$ cat src/rtl/ssd_scan_ctrl.sv
// Scan controller for a multiplexed 8-digit seven-segment display.
// Double-buffered hex value, per-slot blanking gap, leading-zero suppression and DP mask.
module ssd_scan_ctrl #(
  parameter int unsigned DIGITS    = 4,
  parameter int unsigned SCAN_DIV  = 18,
  parameter int unsigned BLANK_CYC = 1024
) (
  input  logic        ClkPort,
  input  logic        Reset_n,
  input  logic        load,
  input  logic [31:0] load_data,
  input  logic [7:0]  dp_mask,
  input  logic        zero_blank,
  output logic        ld_ready,
  output logic        frame_done,
  output logic [2:0]  digit_idx,
  output logic [7:0]  An,
  output logic [7:0]  Cath
);

  localparam logic [SCAN_DIV-1:0] TickMax   = '1;
  localparam logic [SCAN_DIV-1:0] BlankCyc  = SCAN_DIV'(BLANK_CYC);
  localparam logic [2:0]          LastDigit = 3'(DIGITS - 1);

  typedef enum logic [0:0] {StBlank, StDrive} state_e;

  state_e              state_q, state_d;
  logic [SCAN_DIV-1:0] tick_q, tick_d;
  logic [2:0]          digit_q, digit_d;
  logic [31:0]         active_q, active_d;
  logic [31:0]         shadow_q, shadow_d;
  logic                pending_q, pending_d;
  logic                ready_q, ready_d;
  logic [7:0]          an_q, an_d;
  logic [7:0]          cath_q, cath_d;

  logic       slot_end;
  logic       frame_end;
  logic [3:0] nib;
  logic       nonzero_high;
  logic       suppress;
  logic [6:0] seg;

  function automatic logic [6:0] seg_decode(input logic [3:0] n);
    logic [6:0] s;
    case (n)
      4'h0:    s = 7'b0000001;
      4'h1:    s = 7'b1001111;
      4'h2:    s = 7'b0010010;
      4'h3:    s = 7'b0000110;
      4'h4:    s = 7'b1001100;
      4'h5:    s = 7'b0100100;
      4'h6:    s = 7'b0100000;
      4'h7:    s = 7'b0001111;
      4'h8:    s = 7'b0000000;
      4'h9:    s = 7'b0000100;
      4'hA:    s = 7'b0001000;
      4'hB:    s = 7'b1100000;
      4'hC:    s = 7'b0110001;
      4'hD:    s = 7'b1000010;
      4'hE:    s = 7'b0110000;
      default: s = 7'b0111000;
    endcase
    return s;
  endfunction

  assign slot_end  = (tick_q == TickMax);
  assign frame_end = slot_end && (digit_q == LastDigit);

  // Slot timing and digit sequencing
  always_comb begin
    tick_d  = tick_q + SCAN_DIV'(1);
    state_d = state_q;
    digit_d = digit_q;
    unique case (state_q)
      StBlank: if (tick_d >= BlankCyc) state_d = StDrive;
      StDrive: if (slot_end && (BlankCyc != '0)) state_d = StBlank;
      default: state_d = StBlank;
    endcase
    if (slot_end) begin
      digit_d = (digit_q == LastDigit) ? 3'd0 : digit_q + 3'd1;
    end
  end

  // Load handshake; ld_ready is only high while nothing is pending, so the two never collide
  always_comb begin
    active_d  = active_q;
    shadow_d  = shadow_q;
    pending_d = pending_q;
    ready_d   = ready_q;
    if (frame_end && pending_q) begin
      active_d  = shadow_q;
      pending_d = 1'b0;
      ready_d   = 1'b1;
    end
    if (load && ready_q) begin
      shadow_d  = load_data;
      pending_d = 1'b1;
      ready_d   = 1'b0;
    end
  end

  // Outputs are computed from next-state values so they change on the same edge as the FSM
  always_comb begin
    nib          = active_d[{digit_d, 2'b00} +: 4];
    nonzero_high = 1'b0;
    for (int k = 0; k < 8; k++) begin
      if ((k < int'(DIGITS)) && (k >= int'(digit_d)) && (active_d[4*k +: 4] != 4'h0)) begin
        nonzero_high = 1'b1;
      end
    end
    suppress = zero_blank && (digit_d != 3'd0) && !nonzero_high;
    seg      = suppress ? 7'h7F : seg_decode(nib);
    an_d     = 8'hFF;
    cath_d   = 8'hFF;
    if (state_d == StDrive) begin
      an_d   = ~(8'd1 << digit_d);
      cath_d = {seg, ~dp_mask[digit_d]};
    end
  end

  always_ff @(posedge ClkPort or negedge Reset_n) begin
    if (!Reset_n) begin
      state_q   <= StBlank;
      tick_q    <= '0;
      digit_q   <= 3'd0;
      active_q  <= 32'd0;
      shadow_q  <= 32'd0;
      pending_q <= 1'b0;
      ready_q   <= 1'b1;
      an_q      <= 8'hFF;
      cath_q    <= 8'hFF;
    end else begin
      state_q   <= state_d;
      tick_q    <= tick_d;
      digit_q   <= digit_d;
      active_q  <= active_d;
      shadow_q  <= shadow_d;
      pending_q <= pending_d;
      ready_q   <= ready_d;
      an_q      <= an_d;
      cath_q    <= cath_d;
    end
  end

  assign ld_ready   = ready_q;
  assign frame_done = frame_end;
  assign digit_idx  = digit_q;
  assign An         = an_q;
  assign Cath       = cath_q;

endmodule

$ cat config.mk
export PLATFORM = sky130hd
export DESIGN_NAME = ssd_scan_ctrl
export DESIGN_NICKNAME = d
export VERILOG_FILES = /design/src/rtl/ssd_scan_ctrl.sv
export SDC_FILE = /design/constraint.sdc
export NUM_CORES = 1
export LEC_CHECK = 0
export ABC_CLOCK_PERIOD_IN_PS = 3600
export BUFFER_PORTS_ARGS = -buffer_cell sky130_fd_sc_hd__buf_2
export CAP_MARGIN = 5
export CORE_ASPECT_RATIO = 1.1
export CORE_MARGIN = 5
export CORE_UTILIZATION = 26
export CTS_CLUSTER_SIZE = 25
export DETAILED_ROUTE_END_ITERATION = 8
export SLEW_MARGIN = 20
export SYNTH_ARGS = -nofsm -noshare
export SYNTH_HDL_FRONTEND = slang
export SYNTH_SLANG_ARGS = --single-unit
$ cat constraint.sdc
create_clock -name ClkPort -period 3.6 [get_ports ClkPort]
set_input_delay 0.18 -clock ClkPort [delete_from_list [all_inputs] [get_ports ClkPort]]
set_output_delay 0.18 -clock ClkPort [all_outputs]
set_load 0.02 [all_outputs]
# Yosys cells after proc, flatten, opt, wreduce, memory -nomap -nowiden
# Memories as Yosys holds them, arrays and structs flattened.
# Index checks and enable logic that the tools add are counted.
dict set report word_totals {
  ff_bits 104
  mem_bits_ro 112
  out_inout_bits 21
  elab_cells 60
  n_memories 1
}
# name words width rd rd_ports_with_merged_regs wr line
set mem_list {}
lappend mem_list {{(no name shown)} 16 7 1 0 0 46} ;# case (n)
dict set report op_classes {
  n_addsub 2
  magnitude_cmp 6
  eq_ne 2
  shift 2
  muxes 19
  bitwise 3
  reduce_logical 16
}
# operator n
set ops {}
lappend ops {{two-way mux 32 bit} 1}
lappend ops {{variable part select 32 x 6 -> 4 bit} 1}
lappend ops {{adder 18 x 1 -> 18 bit, second input constant} 1}
lappend ops {{== test 18 bit, second input constant} 1}
lappend ops {{>= comparator 18 x 11 -> 1 bit, second input constant} 1}
lappend ops {{two-way mux 8 bit} 2}
lappend ops {{nonzero test 4 bit} 4}
lappend ops {{two-way mux 1 bit} 11}
lappend ops {{logical AND 1 bit} 9}
lappend ops {{inverter 8 bit} 1}
lappend ops {{left shift 1 x 3 -> 8 bit, first input constant} 1}
lappend ops {{two-way mux 7 bit} 1}
lappend ops {{>= comparator 1 x 3 -> 1 bit, first input constant} 2}
lappend ops {{>= comparator 2 x 3 -> 1 bit, first input constant} 2}
lappend ops {{two-way mux 3 bit} 2}
lappend ops {{less-than comparator 3 x 4 -> 1 bit, second input constant} 1}
lappend ops {{adder 3 x 1 -> 3 bit, second input constant} 1}
lappend ops {{binary-select mux 1 bit (select 3 bit)} 1}
lappend ops {{== test 3 x 2 -> 1 bit, second input constant} 1}
lappend ops {{nonzero test 3 bit} 1}
lappend ops {{inverter 1 bit} 2}
lappend ops {{case mux 1 bit (2 select lines)} 1}
lappend ops {{nonzero test 2 bit} 1}
lappend ops {{logical NOT 1 bit} 1}

# Depth between registers and ports, before layout
# Gate-level depths: netlist of run 1.
dict set report depth {
  ltp_word 14
  ltp_mapped 17
}

# Least setup slack after synthesis of run 1
# No wires, ideal clock.
dict set report synth_timing {
  path_type {reg-to-reg}
  start {register digit_q[1] (netlist: digit_idx[1])}
  end {register cath_q[2] (netlist: Cath[2])}
  setup_ns 0.082
  arrival_time_ns 3.500
  required_ns 3.518
  slack_ns 0.018
  path_stages_with_launch 16
  path_buffers 3
  cell_sequence {dfrtp_1 -> ha_1 -> inv_1 -> nor3_1 -> and3_1 -> buf_6 -> buf_6 -> buf_6 -> mux2_2 -> a221oi_1 -> a31oi_1 -> a31oi_1 -> inv_1 -> ha_1 -> mux2_4 -> a211o_1}
}
dict set report synth_via {
  word_cells_on_any_way 31
  cone_classes {1 x add/sub; 4 x order compare; 1 x eq/ne; 1 x shift; 9 x mux; 14 x reduce/logical; 1 x memory}
}
# item line
set synth_rtl {}
lappend synth_rtl {{start: declaration} 29} ;# logic [2:0] digit_q, digit_d;
lappend synth_rtl {{start signal: assignment} 136} ;# digit_q <= digit_d;
lappend synth_rtl {{== test 3 x 2 -> 1 bit} 68} ;# assign frame_end = slot_end && (digit_q == LastDigit);
lappend synth_rtl {{logical AND 1 bit} 68}
lappend synth_rtl {{logical AND 1 bit} 91} ;# if (frame_end && pending_q) begin
lappend synth_rtl {{two-way mux 32 bit} 91}
lappend synth_rtl {{net active_d[17]} 30} ;# logic [31:0] active_q, active_d;
lappend synth_rtl {{variable part select 32 x 6 -> 4 bit} 105} ;# nib = active_d[{digit_d, 2'b00} +: 4];
lappend synth_rtl {{memory (16 x 7 bit)} n/a}
lappend synth_rtl {{two-way mux 7 bit} 113} ;# seg = suppress ? 7'h7F : seg_decode(nib);
lappend synth_rtl {{two-way mux 8 bit} 116} ;# if (state_d == StDrive) begin
lappend synth_rtl {{net cath_d[2]} 35} ;# logic [7:0] cath_q, cath_d;
lappend synth_rtl {{end signal: assignment} 142} ;# cath_q <= cath_d;
lappend synth_rtl {{end: declaration} 35}
# The timed path passes the listed nets, and every way through them passes these cells.
# A chain may end at the register's enable or synchronous reset.

# Final worst setup path of run 1
dict set report layout_timing {
  start {register tick_q[1]}
  end {register cath_q[2] (netlist: Cath[2])}
}
dict set report layout_via {
  word_cells_on_any_way 34
  cone_classes {1 x add/sub; 5 x order compare; 1 x eq/ne; 1 x shift; 11 x mux; 14 x reduce/logical; 1 x memory}
}
# item line
set layout_rtl {}
lappend layout_rtl {{start: declaration} 28} ;# logic [SCAN_DIV-1:0] tick_q, tick_d;
lappend layout_rtl {{start signal: assignment} 135} ;# tick_q <= tick_d;
lappend layout_rtl {{== test 18 bit} 67} ;# assign slot_end = (tick_q == TickMax);
lappend layout_rtl {{logical AND 1 bit} 68}
lappend layout_rtl {{logical AND 1 bit} 91}
lappend layout_rtl {{two-way mux 32 bit} 91}
lappend layout_rtl {{net active_d[16]} 30}
lappend layout_rtl {{variable part select 32 x 6 -> 4 bit} 105}
lappend layout_rtl {{memory (16 x 7 bit)} n/a}
lappend layout_rtl {{two-way mux 7 bit} 113}
lappend layout_rtl {{two-way mux 8 bit} 116}
lappend layout_rtl {{net cath_d[2]} 35}
# The timed path passes the listed nets, and every way through them passes these cells.

==> tab_implementation.tex, run 1 <==
\begin{tabular}{lr}
\hline
Metric & Value \\
\hline
\multicolumn{2}{l}{\textbf{Outcome}} \\
\quad Run status & finished, final reports clean \\
\multicolumn{2}{l}{\textbf{Global routing}} \\
\quad Total gr overflow & 0 \\
\quad Number of antenna violations at the first check in global routing & 0 \\
\quad Global-route wire length before repair & just under 20000 um \\
\quad Largest net degree at the start of global routing & 56 \\
\quad GRT Util Overall & 0.1141 \\
\quad Via count of the first global-routing pass & approximately 3700 \\
\multicolumn{2}{l}{\textbf{Critical path}} \\
\quad FF-to-FF path depth & 13 \\
\quad Setup crit start kind & flip-flop \\
\quad Slowest cell on crit path & sky130\_fd\_sc\_hd\_\_dfrtp\_1 \\
\quad Crit path capture type & flip-flop \\
\quad CP top delay family & compound AO/OA/AOI/OAI gates \\
\quad Cell repeated most along the worst path & sky130\_fd\_sc\_hd\_\_ha\_1 \\
\quad Capture instance of the worst register-to-register path & Cath[2]\$\_DFF\_PN1\_ \\
\quad Buffers plus inverters on the worst setup path & 2 \\
\quad Type of the worst setup path & flip-flop to flip-flop \\
\quad Required @ worst endpoint & 3880 ps \\
\quad Worst setup slack for register-to-register paths & roughly 160 ps \\
\quad Critical-path maximum fanout & 17 \\
\quad Arrival time at the worst endpoint & 3730 ps \\
\quad Delay of the slowest cell on the worst path & roughly 400 ps \\
\quad Reg-to-Reg Start & tick\_q[1]\$\_DFF\_PN0\_ \\
\quad Crit-path cells & ha\_1 > and3\_1 > and3\_4 > and3\_2 > buf\_12 > mux2\_2 > a221o\_1 > o22ai\_1 > a21o\_1 > inv\_1 > ha\_1 > mux2\_4 > a211o\_1 \\
\multicolumn{2}{l}{\textbf{Flow run}} \\
\quad Reported max-cap violation count & 0 \\
\multicolumn{2}{l}{\textbf{Pwr}} \\
\quad Worst IR Drop VDD & about 190 uV \\
\quad Power Dens Cells & about 380 nW/um\^{}2 \\
\quad Overall Power & $\sim$2.3 mW \\
\quad LEAKAGE & $\sim$2.8 nW \\
\multicolumn{2}{l}{\textbf{Synth}} \\
\quad Most instantiated flip-flop cell in the synthesis netlist & sky130\_fd\_sc\_hd\_\_dfrtp\_1 \\
\quad Post-Synthesis Mean Instance Area & 11.86 sq um \\
\quad Number of warnings printed during yosys synthesis & 0 \\
\quad Number of register bits inferred by synthesis & around 100 \\
\quad Cell count after synthesis & just over 400 \\
\quad Total standard cell area after synthesis & slightly below 5000 sq um \\
\quad Fraction of synthesized cell area taken by the top area cell type & 0.4443 \\
\quad Synthesized net count & around 470 \\
\quad Number of enable-type register cells in the synthesized netlist & 0 \\
\quad Cell type with the largest total area after synthesis & sky130\_fd\_sc\_hd\_\_dfrtp\_1 \\
\quad Async SR Flop Fraction & 1.000 \\
\quad Cell types with the largest area share after synthesis & sky130\_fd\_sc\_hd\_\_dfrtp\_1 (44\%), sky130\_fd\_sc\_hd\_\_mux2\_2 (11\%), sky130\_fd\_sc\_hd\_\_dfstp\_2 (9.1\%), sky130\_fd\_sc\_hd\_\_mux2i\_1 (4.1\%), sky130\_fd\_sc\_hd\_\_nand2\_1 (3.2\%) \\
\quad Count of unique library cells instantiated by Yosys & 61 \\
\quad Sequential cell area fraction in the yosys report & 0.5355 \\
\multicolumn{2}{l}{\textbf{Floorplan}} \\
\quad Number of placed I/O pins & 65 \\
\quad Core outline area & 18480 sq um \\
\quad DIE WIDTH & 140.9 um \\
\quad Row cnt & 52 \\
\quad Die outline area & 21690 sq um \\
\quad Starting utilization of the core area & 0.2652 \\
\quad Chip height & roughly 150 um \\
\multicolumn{2}{l}{\textbf{STA}} \\
\quad Max Fclk & 0.2904 GHz \\
\quad Worst Skew & a little over 6 ps \\
\quad Fin worst setup slack & $\sim$160 ps \\
\quad Final number of hold-violating endpoints & 0 \\
\quad Max-slew violations & 0 \\
\quad Total setup violations reported at the end of the flow & 0 \\
\quad Relative max-transition margin & 0.4838 \\
\quad Fin crit period & 3444 ps \\
\quad Transition time of the tightest slew-check pin & around 770 ps \\
\quad Final period utilization & 0.9566 \\
\quad Worst hold margin & roughly 56 ps \\
\multicolumn{2}{l}{\textbf{Placement}} \\
\quad GPL Wtd Cong & between 0.8 and 0.9 \\
\quad Number of buffers inserted by port buffering & 64 \\
\quad Post-placement setup slack & 156.1 ps \\
\quad Placement-stage cell area & around 5600 sq um \\
\quad Final HPWL from detailed placement & around 9100 um \\
\multicolumn{2}{l}{\textbf{Layout}} \\
\quad Net count reported at finish & about 550 \\
\quad Area growth syn-to-layout & 20.97\% \\
\quad Leading cell types in the layout, fill and taps excluded & sky130\_fd\_sc\_hd\_\_dfrtp\_1 (87), sky130\_fd\_sc\_hd\_\_buf\_2 (63), sky130\_fd\_sc\_hd\_\_mux2\_2 (47) \\
\quad Non-Filler Cell Area, Final & just under 6000 sq um \\
\quad Antenna diode instance count & 0 \\
\quad Ratio of cells with drive above 1 in the final layout & 0.3665 \\
\quad Most frequent standard cell in the layout excluding fill and tap cells & sky130\_fd\_sc\_hd\_\_dfrtp\_1 \\
\multicolumn{2}{l}{\textbf{Routing}} \\
\quad Iter 0 DRT Violations & 185 \\
\quad Average detailed-routed wire length per instance & approximately 17 um \\
\quad Residual DRC & 0 \\
\quad Number of iterations in the first detailed-routing pass & 7 \\
\quad Total number of vias & approximately 3500 \\
\quad Vias per inst & between 4 and 5 \\
\quad Antenna-violating nets left & 0 \\
\quad Total detailed-routing wirelength & between 10000 and 15000 um \\
\multicolumn{2}{l}{\textbf{Clock tree}} \\
\quad CTS clock-pin slew for the worst setup and hold paths & approximately 70 ps \\
\quad Clock latency of the later-clocked register in the worst-skew pair & roughly 350 ps \\
\quad Cell at the root of the clock tree & sky130\_fd\_sc\_hd\_\_clkbuf\_16 \\
\quad Num CTS Buffers & 9 \\
\quad Largest buffer count on any clock path & 2 \\
\quad Clock tree from TritonCTS & done \\
\quad Depth of the CTS H-tree & 3 \\
\quad Sink count of the clock tree & between 100 and 150 \\
\multicolumn{2}{l}{\textbf{Hold path}} \\
\quad Startpoint of the tightest hold check path & load\_data[17] \\
\quad Endpoint of the worst hold-timing path & shadow\_q[17]\$\_DFFE\_PN0P\_ \\
\quad Path category of the worst min-delay check & input pin to flip-flop \\
\quad Hold Path Cell Cnt & 2 \\
\hline
\end{tabular}
[final cells by class]
type	count	area, sq um
Clock buffer	10	229.0
Clock inverter	6	43.79
Fill cell	1938	12550
Inverter	21	78.83
Multi-Input combinational cell	272	2102
Sequential cell	104	2624
Tap cell	243	304.0
Timing Repair Buffer	89	545.5
[worst register-to-register path: stages, from the launching register on]
cell,delay (ps)
sky130_fd_sc_hd__dfrtp_1,390
sky130_fd_sc_hd__ha_1,190
sky130_fd_sc_hd__and3_1,190
sky130_fd_sc_hd__and3_4,220
sky130_fd_sc_hd__and3_2,270
sky130_fd_sc_hd__buf_12,190
sky130_fd_sc_hd__mux2_2,380
sky130_fd_sc_hd__a221o_1,360
sky130_fd_sc_hd__o22ai_1,140
sky130_fd_sc_hd__a21o_1,150
sky130_fd_sc_hd__inv_1,90
sky130_fd_sc_hd__ha_1,250
sky130_fd_sc_hd__mux2_4,270
sky130_fd_sc_hd__a211o_1,290
[report_power, final]
| part | internal [mW] | switching [mW] |
|---|---|---|
| Clock | 0.473 | 0.444 |
| Sequential | 1.21 | 0.0315 |
| Combinational | 0.0516 | 0.0418 |
[per-layer routing]
metal	global-route usage	vias up	share of wire
li1	-	1645	-
met1	0.1490	1775	0.44
met2	0.1877	100	0.49
met3	0.03138	13	0.050
met4	0.02815	0	0.014
met5	0	-	0
[stage by stage]
stage          setup TNS (ps)  instances    util
6_report                    0        745  0.3208
5_1_grt                -6.852        745  0.3208
4_1_cts                     0        743  0.3178
3_5_place_dp                0        725  0.3020
3_3_place_gp                0        725  0.3020
2_1_floorplan               0        413       -
[repair_timing]
item | 4_1_cts | 5_1_grt
setup endpoints to repair | 0 | 5
buffers inserted | 0 | 1
gates resized for setup | 0 | 5
hold endpoints to repair | 54 | 0
hold buffers | 2 | 0
[cell families (layout without fill, tap and decap cells)]
kind of cell | after synthesis | in the layout | share of synthesized area
XOR/XNOR | 18 | 18 | 0.03218
buffers and inverters | 37 | 126 | 0.03983
AND/OR/NAND/NOR | 116 | 116 | 0.1221
multiplexers | 70 | 70 | 0.1581
flip-flops | 104 | 104 | 0.5355
AO/OA/AOI/OAI | 60 | 60 | 0.09193
adder cells (fa/ha/maj) | 8 | 8 | 0.02043
[synthesized netlist by cell type, types with 2 or more instances]
| cell type | instances |
|---|---|
| sky130_fd_sc_hd__inv_1 | 20 |
| sky130_fd_sc_hd__buf_1 | 3 |
| sky130_fd_sc_hd__o21ai_1 | 3 |
| sky130_fd_sc_hd__a21oi_1 | 3 |
| sky130_fd_sc_hd__nor2_1 | 15 |
| sky130_fd_sc_hd__a22oi_1 | 2 |
| sky130_fd_sc_hd__nor3_1 | 8 |
| sky130_fd_sc_hd__xor2_1 | 8 |
| sky130_fd_sc_hd__a221o_1 | 4 |
| sky130_fd_sc_hd__and2_1 | 5 |
| sky130_fd_sc_hd__and4_1 | 3 |
| sky130_fd_sc_hd__dfrtp_1 | 87 |
| sky130_fd_sc_hd__o21ai_0 | 11 |
| sky130_fd_sc_hd__o221ai_1 | 3 |
| sky130_fd_sc_hd__mux2_2 | 47 |
| sky130_fd_sc_hd__mux2_4 | 3 |
| sky130_fd_sc_hd__xnor2_1 | 10 |
| sky130_fd_sc_hd__ha_1 | 8 |
| sky130_fd_sc_hd__and3_1 | 9 |
| sky130_fd_sc_hd__nand3_1 | 9 |
| sky130_fd_sc_hd__a211oi_1 | 5 |
| sky130_fd_sc_hd__and3_4 | 2 |
| sky130_fd_sc_hd__nand4_1 | 5 |
| sky130_fd_sc_hd__a31oi_1 | 7 |
| sky130_fd_sc_hd__a311oi_1 | 2 |
| sky130_fd_sc_hd__buf_4 | 4 |
| sky130_fd_sc_hd__mux2i_1 | 20 |
| sky130_fd_sc_hd__nor4_1 | 5 |
| sky130_fd_sc_hd__or4_1 | 2 |
| sky130_fd_sc_hd__o22ai_1 | 5 |
| sky130_fd_sc_hd__nor3b_1 | 2 |
| sky130_fd_sc_hd__o211ai_1 | 2 |
| sky130_fd_sc_hd__clkbuf_2 | 2 |
| sky130_fd_sc_hd__nand2_1 | 42 |
| sky130_fd_sc_hd__dfstp_2 | 17 |
| sky130_fd_sc_hd__buf_6 | 5 |
[worst max path at each step]
stage | from | to | slack [ps] | depth (start not counted)
after global routing | tick_q[1]$_DFF_PN0_ | Cath[2]$_DFF_PN1_ | -7 | 12
final | tick_q[1]$_DFF_PN0_ | Cath[2]$_DFF_PN1_ | 160 | 13
after CTS | digit_idx[1]$_DFF_PN0_ | Cath[2]$_DFF_PN1_ | 130 | 13
after detailed placement | digit_idx[1]$_DFF_PN0_ | Cath[2]$_DFF_PN1_ | 160 | 13
after global placement | tick_q[0]$_DFF_PN0_ | Cath[2]$_DFF_PN1_ | 270 | 13
after floorplan | digit_idx[1]$_DFF_PN0_ | Cath[2]$_DFF_PN1_ | 20 | 15
[registers in the layout, indices dropped and copies added, names as in the netlist, 3 cells and up]
| name | cells |
|---|---|
| Cath | 8 |
| shadow_q | 32 |
| tick_q | 18 |
| An | 8 |
| active_q | 32 |
| digit_idx | 3 |
No activity file was read; power rests on OpenSTA's default activity.
==> run 2, diff against run 1 <==
--- a/config.mk
+++ b/config.mk
@@ -5,6 +5,7 @@
 export SDC_FILE = /design/constraint.sdc
 export NUM_CORES = 1
 export LEC_CHECK = 0
+export ABC_AREA = 1
 export ABC_CLOCK_PERIOD_IN_PS = 3600
 export BUFFER_PORTS_ARGS = -buffer_cell sky130_fd_sc_hd__buf_2
 export CAP_MARGIN = 5
==> tab_implementation.tex, run 2 <==
\begin{tabular}{lr}
\hline
Metric & Value \\
\hline
\multicolumn{2}{l}{\textbf{Floorplan}} \\
\quad Die outline area & 21760 sq um (+0.31\%) \\
\quad Starting utilization of the core area & 0.2660 (+0.0008803) \\
\quad Row cnt & 52 (unchanged) \\
\quad Chip height & 154.2 um (+0.16\%) \\
\quad Core outline area & 18480 sq um (unchanged) \\
\quad DIE WIDTH & 141.1 um (+0.15\%) \\
\quad Number of placed I/O pins & 65 (unchanged) \\
\multicolumn{2}{l}{\textbf{Hold path}} \\
\quad Hold Path Cell Cnt & 3 (+1) \\
\quad Startpoint of the tightest hold check path & load\_data[20] \\
\quad Endpoint of the worst hold-timing path & shadow\_q[20]\$\_DFFE\_PN0P\_ \\
\quad Path category of the worst min-delay check & input pin to flip-flop \\
\multicolumn{2}{l}{\textbf{Layout}} \\
\quad Most frequent standard cell in the layout excluding fill and tap cells & sky130\_fd\_sc\_hd\_\_nand2\_1 \\
\quad Antenna diode instance count & 0 (unchanged) \\
\quad Area growth syn-to-layout & 18.83\% \\
\quad Count of fill cells added during filler insertion & 2020 (+4.2\%) \\
\quad Largest registers & active\_q x32, shadow\_q x32, tick\_q x18 \\
\quad Net count reported at finish & 726 (+32\%) \\
\quad Area taken by multi-input logic gates & 2087 sq um (-0.71\%) \\
\quad Ratio of cells with drive above 1 in the final layout & 0.1900 (-0.1765) \\
\quad Area taken by flip-flops and latches & 2624 sq um (unchanged) \\
\quad Leading cell types in the layout, fill and taps excluded & sky130\_fd\_sc\_hd\_\_nand2\_1 (309), sky130\_fd\_sc\_hd\_\_dfrtp\_1 (87), sky130\_fd\_sc\_hd\_\_buf\_2 (63) \\
\multicolumn{2}{l}{\textbf{Critical path}} \\
\quad Delay of the slowest cell on the worst path & 430 ps (+40 ps) \\
\quad Slowest cell on crit path & sky130\_fd\_sc\_hd\_\_nor2\_2 \\
\quad Required @ worst endpoint & 3890 ps (about the same) \\
\quad Cell repeated most along the worst path & sky130\_fd\_sc\_hd\_\_nand2\_1 \\
\quad Capture instance of the worst register-to-register path & Cath[2]\$\_DFF\_PN1\_ \\
\quad Setup crit start kind & flip-flop \\
\quad Worst setup slack for register-to-register paths & 520 ps (+370 ps) \\
\quad Crit-path cells & ha\_1 > nand3\_1 > nor2\_2 > nand3\_4 > nand2\_1 > o21ai\_4 > nor2\_2 > nand2\_1 > nand3\_1 > nor2\_1 > nor2\_2 > inv\_1 > ha\_1 > nand2\_1 > nor2\_1 > nor2\_1 > nand2\_1 \\
\quad Reg-to-Reg Start & tick\_q[1]\$\_DFF\_PN0\_ \\
\quad Crit path capture type & flip-flop \\
\quad Arrival time at the worst endpoint & 3360 ps (-370 ps) \\
\quad Type of the worst setup path & flip-flop to flip-flop \\
\quad FF-to-FF path depth & 17 (+4) \\
\quad Critical-path maximum fanout & 11 (-6) \\
\multicolumn{2}{l}{\textbf{Synth}} \\
\quad Synthesized net count & 656 (+41\%) \\
\quad Fraction of synthesized cell area taken by the top area cell type & 0.4429 (-0.001470) \\
\quad Sequential cell area fraction in the yosys report & 0.5337 (-0.001772) \\
\quad Total standard cell area after synthesis & 4916 sq um (+0.33\%) \\
\quad Post-Synthesis Mean Instance Area & 8.139 sq um (-31\%) \\
\quad Number of warnings printed during yosys synthesis & 0 (unchanged) \\
\quad Synth cell count leaders & sky130\_fd\_sc\_hd\_\_nand2\_1 (309), sky130\_fd\_sc\_hd\_\_dfrtp\_1 (87), sky130\_fd\_sc\_hd\_\_nor2\_1 (35) \\
\quad Async SR Flop Fraction & 1.000 (unchanged) \\
\quad Number of register bits inferred by synthesis & 104 (unchanged) \\
\quad Number of enable-type register cells in the synthesized netlist & 0 (unchanged) \\
\quad Most frequent cell after synthesis & sky130\_fd\_sc\_hd\_\_nand2\_1 \\
\quad Cell count after synthesis & 604 (+46\%) \\
\quad Count of unique library cells instantiated by Yosys & 34 (-44\%) \\
\quad Cell type with the largest total area after synthesis & sky130\_fd\_sc\_hd\_\_dfrtp\_1 \\
\quad Cell types with the largest area share after synthesis & sky130\_fd\_sc\_hd\_\_dfrtp\_1 (44\%), sky130\_fd\_sc\_hd\_\_nand2\_1 (24\%), sky130\_fd\_sc\_hd\_\_dfstp\_2 (9.1\%), sky130\_fd\_sc\_hd\_\_nand3\_1 (2.7\%), sky130\_fd\_sc\_hd\_\_nor2\_1 (2.7\%) \\
\quad Most instantiated flip-flop cell in the synthesis netlist & sky130\_fd\_sc\_hd\_\_dfrtp\_1 \\
\multicolumn{2}{l}{\textbf{Outcome}} \\
\quad Run status & finished, final reports clean \\
\multicolumn{2}{l}{\textbf{Clock tree}} \\
\quad Number of buffers inserted by post-CTS setup repair & 0 (unchanged) \\
\quad Depth of the CTS H-tree & 3 (unchanged) \\
\quad Number of gates given a new drive strength after cts & 0 (unchanged) \\
\quad Clock latency of the later-clocked register in the worst-skew pair & 360 ps (about the same) \\
\quad Largest buffer count on any clock path & 2 (unchanged) \\
\quad Sink count of the clock tree & 104 (unchanged) \\
\quad CTS clock-pin slew for the worst setup and hold paths & 70 ps (about the same) \\
\quad Clock tree from TritonCTS & done \\
\quad Number of buffers added to fix hold violations after cts & 5 (+3) \\
\quad Num CTS Buffers & 9 (unchanged) \\
\quad Cell at the root of the clock tree & sky130\_fd\_sc\_hd\_\_clkbuf\_16 \\
\multicolumn{2}{l}{\textbf{STA}} \\
\quad Final-layout setup total negative slack & 0 ps (unchanged) \\
\quad Total setup violations reported at the end of the flow & 0 (unchanged) \\
\quad Relative max-transition margin & 0.3722 (-0.1116) \\
\quad Fin worst setup slack & 521.8 ps (+365.4 ps) \\
\quad Max Fclk & 0.3249 GHz (+12\%) \\
\quad Transition time of the tightest slew-check pin & 940.6 ps (+172.2 ps) \\
\quad Max-slew violations & 0 (unchanged) \\
\quad Fin crit period & 3078 ps (-365.4 ps) \\
\quad Final number of hold-violating endpoints & 0 (unchanged) \\
\quad Final period utilization & 0.8551 (-0.1015) \\
\quad Worst Skew & 8.457 ps (+2.233 ps) \\
\quad RSZ-0062 raised after global routing & no \\
\multicolumn{2}{l}{\textbf{Routing}} \\
\quad Total number of vias & 3913 (+11\%) \\
\quad Antenna-violating nets left & 0 (unchanged) \\
\quad Average detailed-routed wire length per instance & 12.72 um (-23\%) \\
\quad Iter 0 DRT Violations & 188 (+1.6\%) \\
\quad Number of iterations in the first detailed-routing pass & 4 (-3) \\
\quad Vias per inst & 4.244 (-11\%) \\
\quad Total detailed-routing wirelength & 11720 um (-5.1\%) \\
\quad Residual DRC & 0 (unchanged) \\
\multicolumn{2}{l}{\textbf{Global routing}} \\
\quad Number of antenna violations at the first check in global routing & 0 (unchanged) \\
\quad Largest net degree at the start of global routing & 86 (+54\%) \\
\quad Global-route wire length before repair & 19800 um (+0.77\%) \\
\quad GRT Util Overall & 0.1129 (-0.001228) \\
\quad Total gr overflow & 0 (unchanged) \\
\quad Via count of the first global-routing pass & 3928 (+6.7\%) \\
\multicolumn{2}{l}{\textbf{Flow run}} \\
\quad Reported max-cap violation count & 0 (unchanged) \\
\multicolumn{2}{l}{\textbf{Placement}} \\
\quad GPL Wtd Cong & 0.8380 (+1.1\%) \\
\quad Final HPWL from detailed placement & 8612 um (-5.9\%) \\
\quad Number of buffers inserted by port buffering & 64 (unchanged) \\
\quad Post-placement setup slack & 543.8 ps (+387.7 ps) \\
\multicolumn{2}{l}{\textbf{Pwr}} \\
\quad LEAKAGE & 3.081 nW (+9.5\%) \\
\quad Worst IR Drop VDD & 221.5 uV (+19\%) \\
\quad Power Dens Cells & 373.5 nW/um\^{}2 (-1.8\%) \\
\hline
\end{tabular}
-- run 2: cell types whose count changed after synthesis, moves of 7 or more --
cell | previous run | this run
sky130_fd_sc_hd__mux2_2 | 47 | 0
sky130_fd_sc_hd__nor2_1 | 15 | 35
sky130_fd_sc_hd__nand2_1 | 42 | 309
sky130_fd_sc_hd__mux2i_1 | 20 | 0
sky130_fd_sc_hd__nand3_1 | 9 | 27
sky130_fd_sc_hd__inv_1 | 20 | 28
sky130_fd_sc_hd__a31oi_1 | 7 | 0
sky130_fd_sc_hd__and3_1 | 9 | 0
-- run 2: kinds of logic after synthesis --
kind of cell	after synthesis	synth area share
adder cells (fa/ha/maj)	8	0.02036
XOR/XNOR	15	0.02672
AO/OA/AOI/OAI	18	0.02545
AND/OR/NAND/NOR	412	0.3520
flip-flops	104	0.5337
buffers and inverters	47	0.04174
-- run 2: worst max-delay path, delay by kind of cell, from the launching register on --
kind | cells | cell delay (ps)
AO/OA/AOI/OAI | 1 | 100
adder cells (fa/ha/maj) | 2 | 440
buffers and inverters | 1 | 90
flip-flops | 1 | 390
AND/OR/NAND/NOR | 13 | 1960
-- run 2: worst max-delay path by stage --
stage                                   start           endpoint  slack (ps)  cells after the start
after global placement    tick_q[0]$_DFF_PN0_  Cath[7]$_DFF_PN1_         630                     17
final                     tick_q[1]$_DFF_PN0_  Cath[2]$_DFF_PN1_         520                     17
after global routing      tick_q[0]$_DFF_PN0_  Cath[7]$_DFF_PN1_         150                     17
after CTS                 tick_q[1]$_DFF_PN0_  Cath[2]$_DFF_PN1_         530                     17
after detailed placement  tick_q[1]$_DFF_PN0_  Cath[2]$_DFF_PN1_         540                     17
after floorplan           tick_q[0]$_DFF_PN0_  Cath[2]$_DFF_PN1_         920                     17
-- run 2: cell type report --
cell class	instances	share of cell area
tap	243	0.05205
inverter	32	0.02056
timing repair buffer	74	0.07132
sequential	104	0.4491
clock buffer	10	0.04091
multi-input combinational	453	0.3572
clock inverter	6	0.008781
-- run 2: power by group --
group	switching (mW)	internal (mW)
logic	0.0334	0.0226
registers	0	1.17
clock network	0.461	0.497
-- run 2: routing by layer --
metal | track usage | up-vias | routed length, um
li1 | - | 2011 | -
met1 | 0.1462 | 1828 | 5348
met2 | 0.1886 | 64 | 5787
met3 | 0.03459 | 10 | 499
met4 | 0.01938 | 0 | 89
met5 | 0 | - | 0
-- run 2: through the flow --
stage	hold slack, ps	utilization	cell area [sq um]	power, mW	std cells
after floorplan	-115.6	-	4916	1.192	604
after global placement	378.1	0.2970	5488	1.245	900
after detailed placement	376.8	0.2970	5488	1.245	900
after CTS	1.210	0.3154	5828	2.220	921
after global routing	6.432	0.3162	5842	2.263	922
final	13.97	0.3162	5842	2.182	922
==> run 3, diff against run 2 <==
--- a/config.mk
+++ b/config.mk
@@ -11,9 +11,10 @@
 export CAP_MARGIN = 5
 export CORE_ASPECT_RATIO = 1.1
 export CORE_MARGIN = 5
-export CORE_UTILIZATION = 26
+export CORE_UTILIZATION = 52
 export CTS_CLUSTER_SIZE = 25
 export DETAILED_ROUTE_END_ITERATION = 8
+export PLACE_DENSITY = 0.76
 export SLEW_MARGIN = 20
 export SYNTH_ARGS = -nofsm -noshare
 export SYNTH_HDL_FRONTEND = slang
==> tab_implementation.tex, run 3 (synthesized netlist as in run 2, its figures left out) <==
\begin{tabular}{lr}
\hline
Metric & Value \\
\hline
\multicolumn{2}{l}{\textbf{Outcome}} \\
\quad Run status & finished, final reports clean \\
\multicolumn{2}{l}{\textbf{STA}} \\
\quad Max Fclk & 0.3240 GHz (-0.26\%) \\
\quad Transition time of the tightest slew-check pin & 915.0 ps (-25.58 ps) \\
\quad Total setup violations reported at the end of the flow & 0 (unchanged) \\
\quad Relative max-transition margin & 0.3900 (+0.01775) \\
\quad RSZ-0062 raised after global routing & no \\
\quad Fin worst setup slack & 513.9 ps (-7.916 ps) \\
\quad Max-slew violations & 0 (unchanged) \\
\quad Fin crit period & 3086 ps (+7.916 ps) \\
\quad Final number of hold-violating endpoints & 0 (unchanged) \\
\quad Final-layout setup total negative slack & 0 ps (unchanged) \\
\quad Worst Skew & 8.638 ps (+0.1819 ps) \\
\quad Final period utilization & 0.8573 (+0.002199) \\
\multicolumn{2}{l}{\textbf{Critical path}} \\
\quad Critical-path maximum fanout & 11 (unchanged) \\
\quad Crit path capture type & flip-flop \\
\quad Crit-path cells & ha\_1 > nand3\_1 > nor2\_2 > nand3\_4 > nand2\_1 > o21ai\_4 > nor2\_2 > nand2\_1 > nand3\_1 > nor2\_1 > nor2\_2 > inv\_1 > ha\_1 > nand2\_1 > nor2\_1 > nor2\_1 > nand2\_1 \\
\quad Setup crit start kind & flip-flop \\
\quad Buffers plus inverters on the worst setup path & 1 (unchanged) \\
\quad Slowest cell on crit path & sky130\_fd\_sc\_hd\_\_nor2\_2 \\
\quad Cell repeated most along the worst path & sky130\_fd\_sc\_hd\_\_nand2\_1 \\
\quad Arrival time at the worst endpoint & 3390 ps (+30 ps) \\
\quad Delay of the slowest cell on the worst path & 430 ps (about the same) \\
\quad Required @ worst endpoint & 3910 ps (+20 ps) \\
\quad CP top delay family & simple AND/OR/NAND/NOR gates \\
\quad Type of the worst setup path & flip-flop to flip-flop \\
\multicolumn{2}{l}{\textbf{Hold path}} \\
\quad Path category of the worst min-delay check & input pin to flip-flop \\
\multicolumn{2}{l}{\textbf{Floorplan}} \\
\quad Number of placed I/O pins & 65 (unchanged) \\
\quad Row cnt & 37 (-29\%) \\
\quad Die outline area & 11500 sq um (-47\%) \\
\quad Chip height & 112.0 um (-27\%) \\
\quad Core outline area & 9305 sq um (-50\%) \\
\quad Starting utilization of the core area & 0.5283 (+0.2623) \\
\quad DIE WIDTH & 102.7 um (-27\%) \\
\multicolumn{2}{l}{\textbf{Clock tree}} \\
\quad Clock latency of the later-clocked register in the worst-skew pair & 380 ps (+20 ps) \\
\quad Num CTS Buffers & 9 (unchanged) \\
\quad Number of buffers inserted by post-CTS setup repair & 0 (unchanged) \\
\quad Clock tree from TritonCTS & done \\
\quad Cell at the root of the clock tree & sky130\_fd\_sc\_hd\_\_clkbuf\_8 \\
\quad CTS clock-pin slew for the worst setup and hold paths & 90 ps (+20 ps) \\
\quad Number of buffers added to fix hold violations after cts & 21 (+16) \\
\quad Depth of the CTS H-tree & 3 (unchanged) \\
\quad Sink count of the clock tree & 104 (unchanged) \\
\quad Number of gates given a new drive strength after cts & 0 (unchanged) \\
\quad Largest buffer count on any clock path & 2 (unchanged) \\
\multicolumn{2}{l}{\textbf{Routing}} \\
\quad Residual DRC & 0 (unchanged) \\
\quad Average detailed-routed wire length per instance & 13.27 um (+4.4\%) \\
\quad Antenna-violating nets left & 0 (unchanged) \\
\quad Number of iterations in the first detailed-routing pass & 5 (+1) \\
\quad Total detailed-routing wirelength & 10770 um (-8.2\%) \\
\quad Iter 0 DRT Violations & 279 (+48\%) \\
\quad Total number of vias & 4115 (+5.2\%) \\
\quad Vias per inst & 5.074 (+20\%) \\
\multicolumn{2}{l}{\textbf{Placement}} \\
\quad Placement-stage cell area & 5330 sq um (-2.9\%) \\
\quad GPL Wtd Cong & 0.9051 (+8.0\%) \\
\quad Post-placement setup slack & 551.1 ps (+7.280 ps) \\
\quad Number of buffers inserted by port buffering & 64 (unchanged) \\
\quad Final HPWL from detailed placement & 7595 um (-12\%) \\
\multicolumn{2}{l}{\textbf{Global routing}} \\
\quad Largest net degree at the start of global routing & 75 (-13\%) \\
\quad Via count of the first global-routing pass & 4188 (+6.6\%) \\
\quad Global-route wire length before repair & 18860 um (-4.7\%) \\
\quad GRT Util Overall & 0.2042 (+0.09134) \\
\quad Number of antenna violations at the first check in global routing & 0 (unchanged) \\
\quad Total gr overflow & 0 (unchanged) \\
\multicolumn{2}{l}{\textbf{Layout}} \\
\quad Most frequent standard cell in the layout excluding fill and tap cells & sky130\_fd\_sc\_hd\_\_nand2\_1 \\
\quad Leading cell types in the layout, fill and taps excluded & sky130\_fd\_sc\_hd\_\_nand2\_1 (309), sky130\_fd\_sc\_hd\_\_dfrtp\_1 (87), sky130\_fd\_sc\_hd\_\_buf\_2 (63) \\
\quad Non-Filler Cell Area, Final & 5809 sq um (-0.56\%) \\
\quad Ratio of cells with drive above 1 in the final layout & 0.1844 (-0.005547) \\
\quad Antenna diode instance count & 0 (unchanged) \\
\quad Area growth syn-to-layout & 18.17\% \\
\quad Largest registers & active\_q x32, shadow\_q x32, tick\_q x18 \\
\quad Net count reported at finish & 741 (+2.1\%) \\
\multicolumn{2}{l}{\textbf{Flow run}} \\
\quad Reported max-cap violation count & 0 (unchanged) \\
\multicolumn{2}{l}{\textbf{Pwr}} \\
\quad Worst IR Drop VDD & 211.5 uV (-4.5\%) \\
\quad Power Dens Cells & 374.0 nW/um\^{}2 (+0.16\%) \\
\quad LEAKAGE & 3.139 nW (+1.9\%) \\
\hline
\end{tabular}
run 3: changes by cell type in the layout (fill, tap and decap cells not counted), sizes merged:
cell and delta:
clkinvlp -2, inv -2, dlygate4sd3 +15, clkbuf +1, clkinv -1, bufinv +4
run 3: path summary, 6_finish.rpt:
check / startpoint / to / slack, ps / depth (start not counted)
setup reg to reg: tick_q[1]$_DFF_PN0_ / Cath[7]$_DFF_PN1_ / 510 / 17
hold reg to reg: active_q[29]$_DFF_PN0_ / active_q[29]$_DFF_PN0_ / 490 / 2
max in group asynchronous: Reset_n / Cath[3]$_DFF_PN1_ / 2170 / 3
setup / recovery: tick_q[1]$_DFF_PN0_ / Cath[7]$_DFF_PN1_ / 510 / 17
hold / removal: load_data[17] / shadow_q[17]$_DFFE_PN0P_ / 2 / 3
min in group asynchronous: Reset_n / tick_q[9]$_DFF_PN0_ / 470 / 2
run 3: where the power goes:
part | switching [mW] | internal (mW) | total (mW)
registers | 0 | 1.17 | 1.17
logic | 0.0315 | 0.0326 | 0.0641
clock network | 0.390 | 0.551 | 0.941
run 3: final cells by class:
class	count	area [sq um]
fillers	786	3496
clock inverters	5	127.6
flip-flops and latches	104	2624
clock buffers	11	141.4
inverters	32	120.1
multi-input cells	453	2087
well taps	117	146.4
repair buffers	89	563.0
run 3: worst register-to-register path, cell delays in order (launching register included):
cell                      delay, ps
sky130_fd_sc_hd__dfrtp_1        400
sky130_fd_sc_hd__ha_1           230
sky130_fd_sc_hd__nand3_1        160
sky130_fd_sc_hd__nor2_2         220
sky130_fd_sc_hd__nand3_4        180
sky130_fd_sc_hd__nand2_1        150
sky130_fd_sc_hd__o21ai_4        100
sky130_fd_sc_hd__nor2_2         430
sky130_fd_sc_hd__nand2_1        110
sky130_fd_sc_hd__nand3_1         90
sky130_fd_sc_hd__nor2_1          60
sky130_fd_sc_hd__nor2_2         240
sky130_fd_sc_hd__inv_1          100
sky130_fd_sc_hd__ha_1           240
sky130_fd_sc_hd__nand2_1         80
sky130_fd_sc_hd__nor2_1          40
sky130_fd_sc_hd__nor2_1         130
sky130_fd_sc_hd__nand2_1         70
run 3: routing by layer:
metal | global-route usage | up-vias | share of wire
met5 | 0 | - | 0
met4 | 0.07349 | 0 | 0.021
met3 | 0.04198 | 25 | 0.061
met2 | 0.3273 | 140 | 0.47
met1 | 0.2725 | 1918 | 0.44
li1 | - | 2032 | -
run 3: stage by stage:
stage	hold WS [ps]	power (mW)	instances	util
after global placement	369.4	1.239	774	0.5728
after CTS	0.1319	2.192	811	0.6243
final	1.677	2.173	811	0.6243
after detailed placement	375.0	1.239	774	0.5728
after floorplan	-115.6	1.192	604	-
after global routing	5.747	2.240	811	0.6243
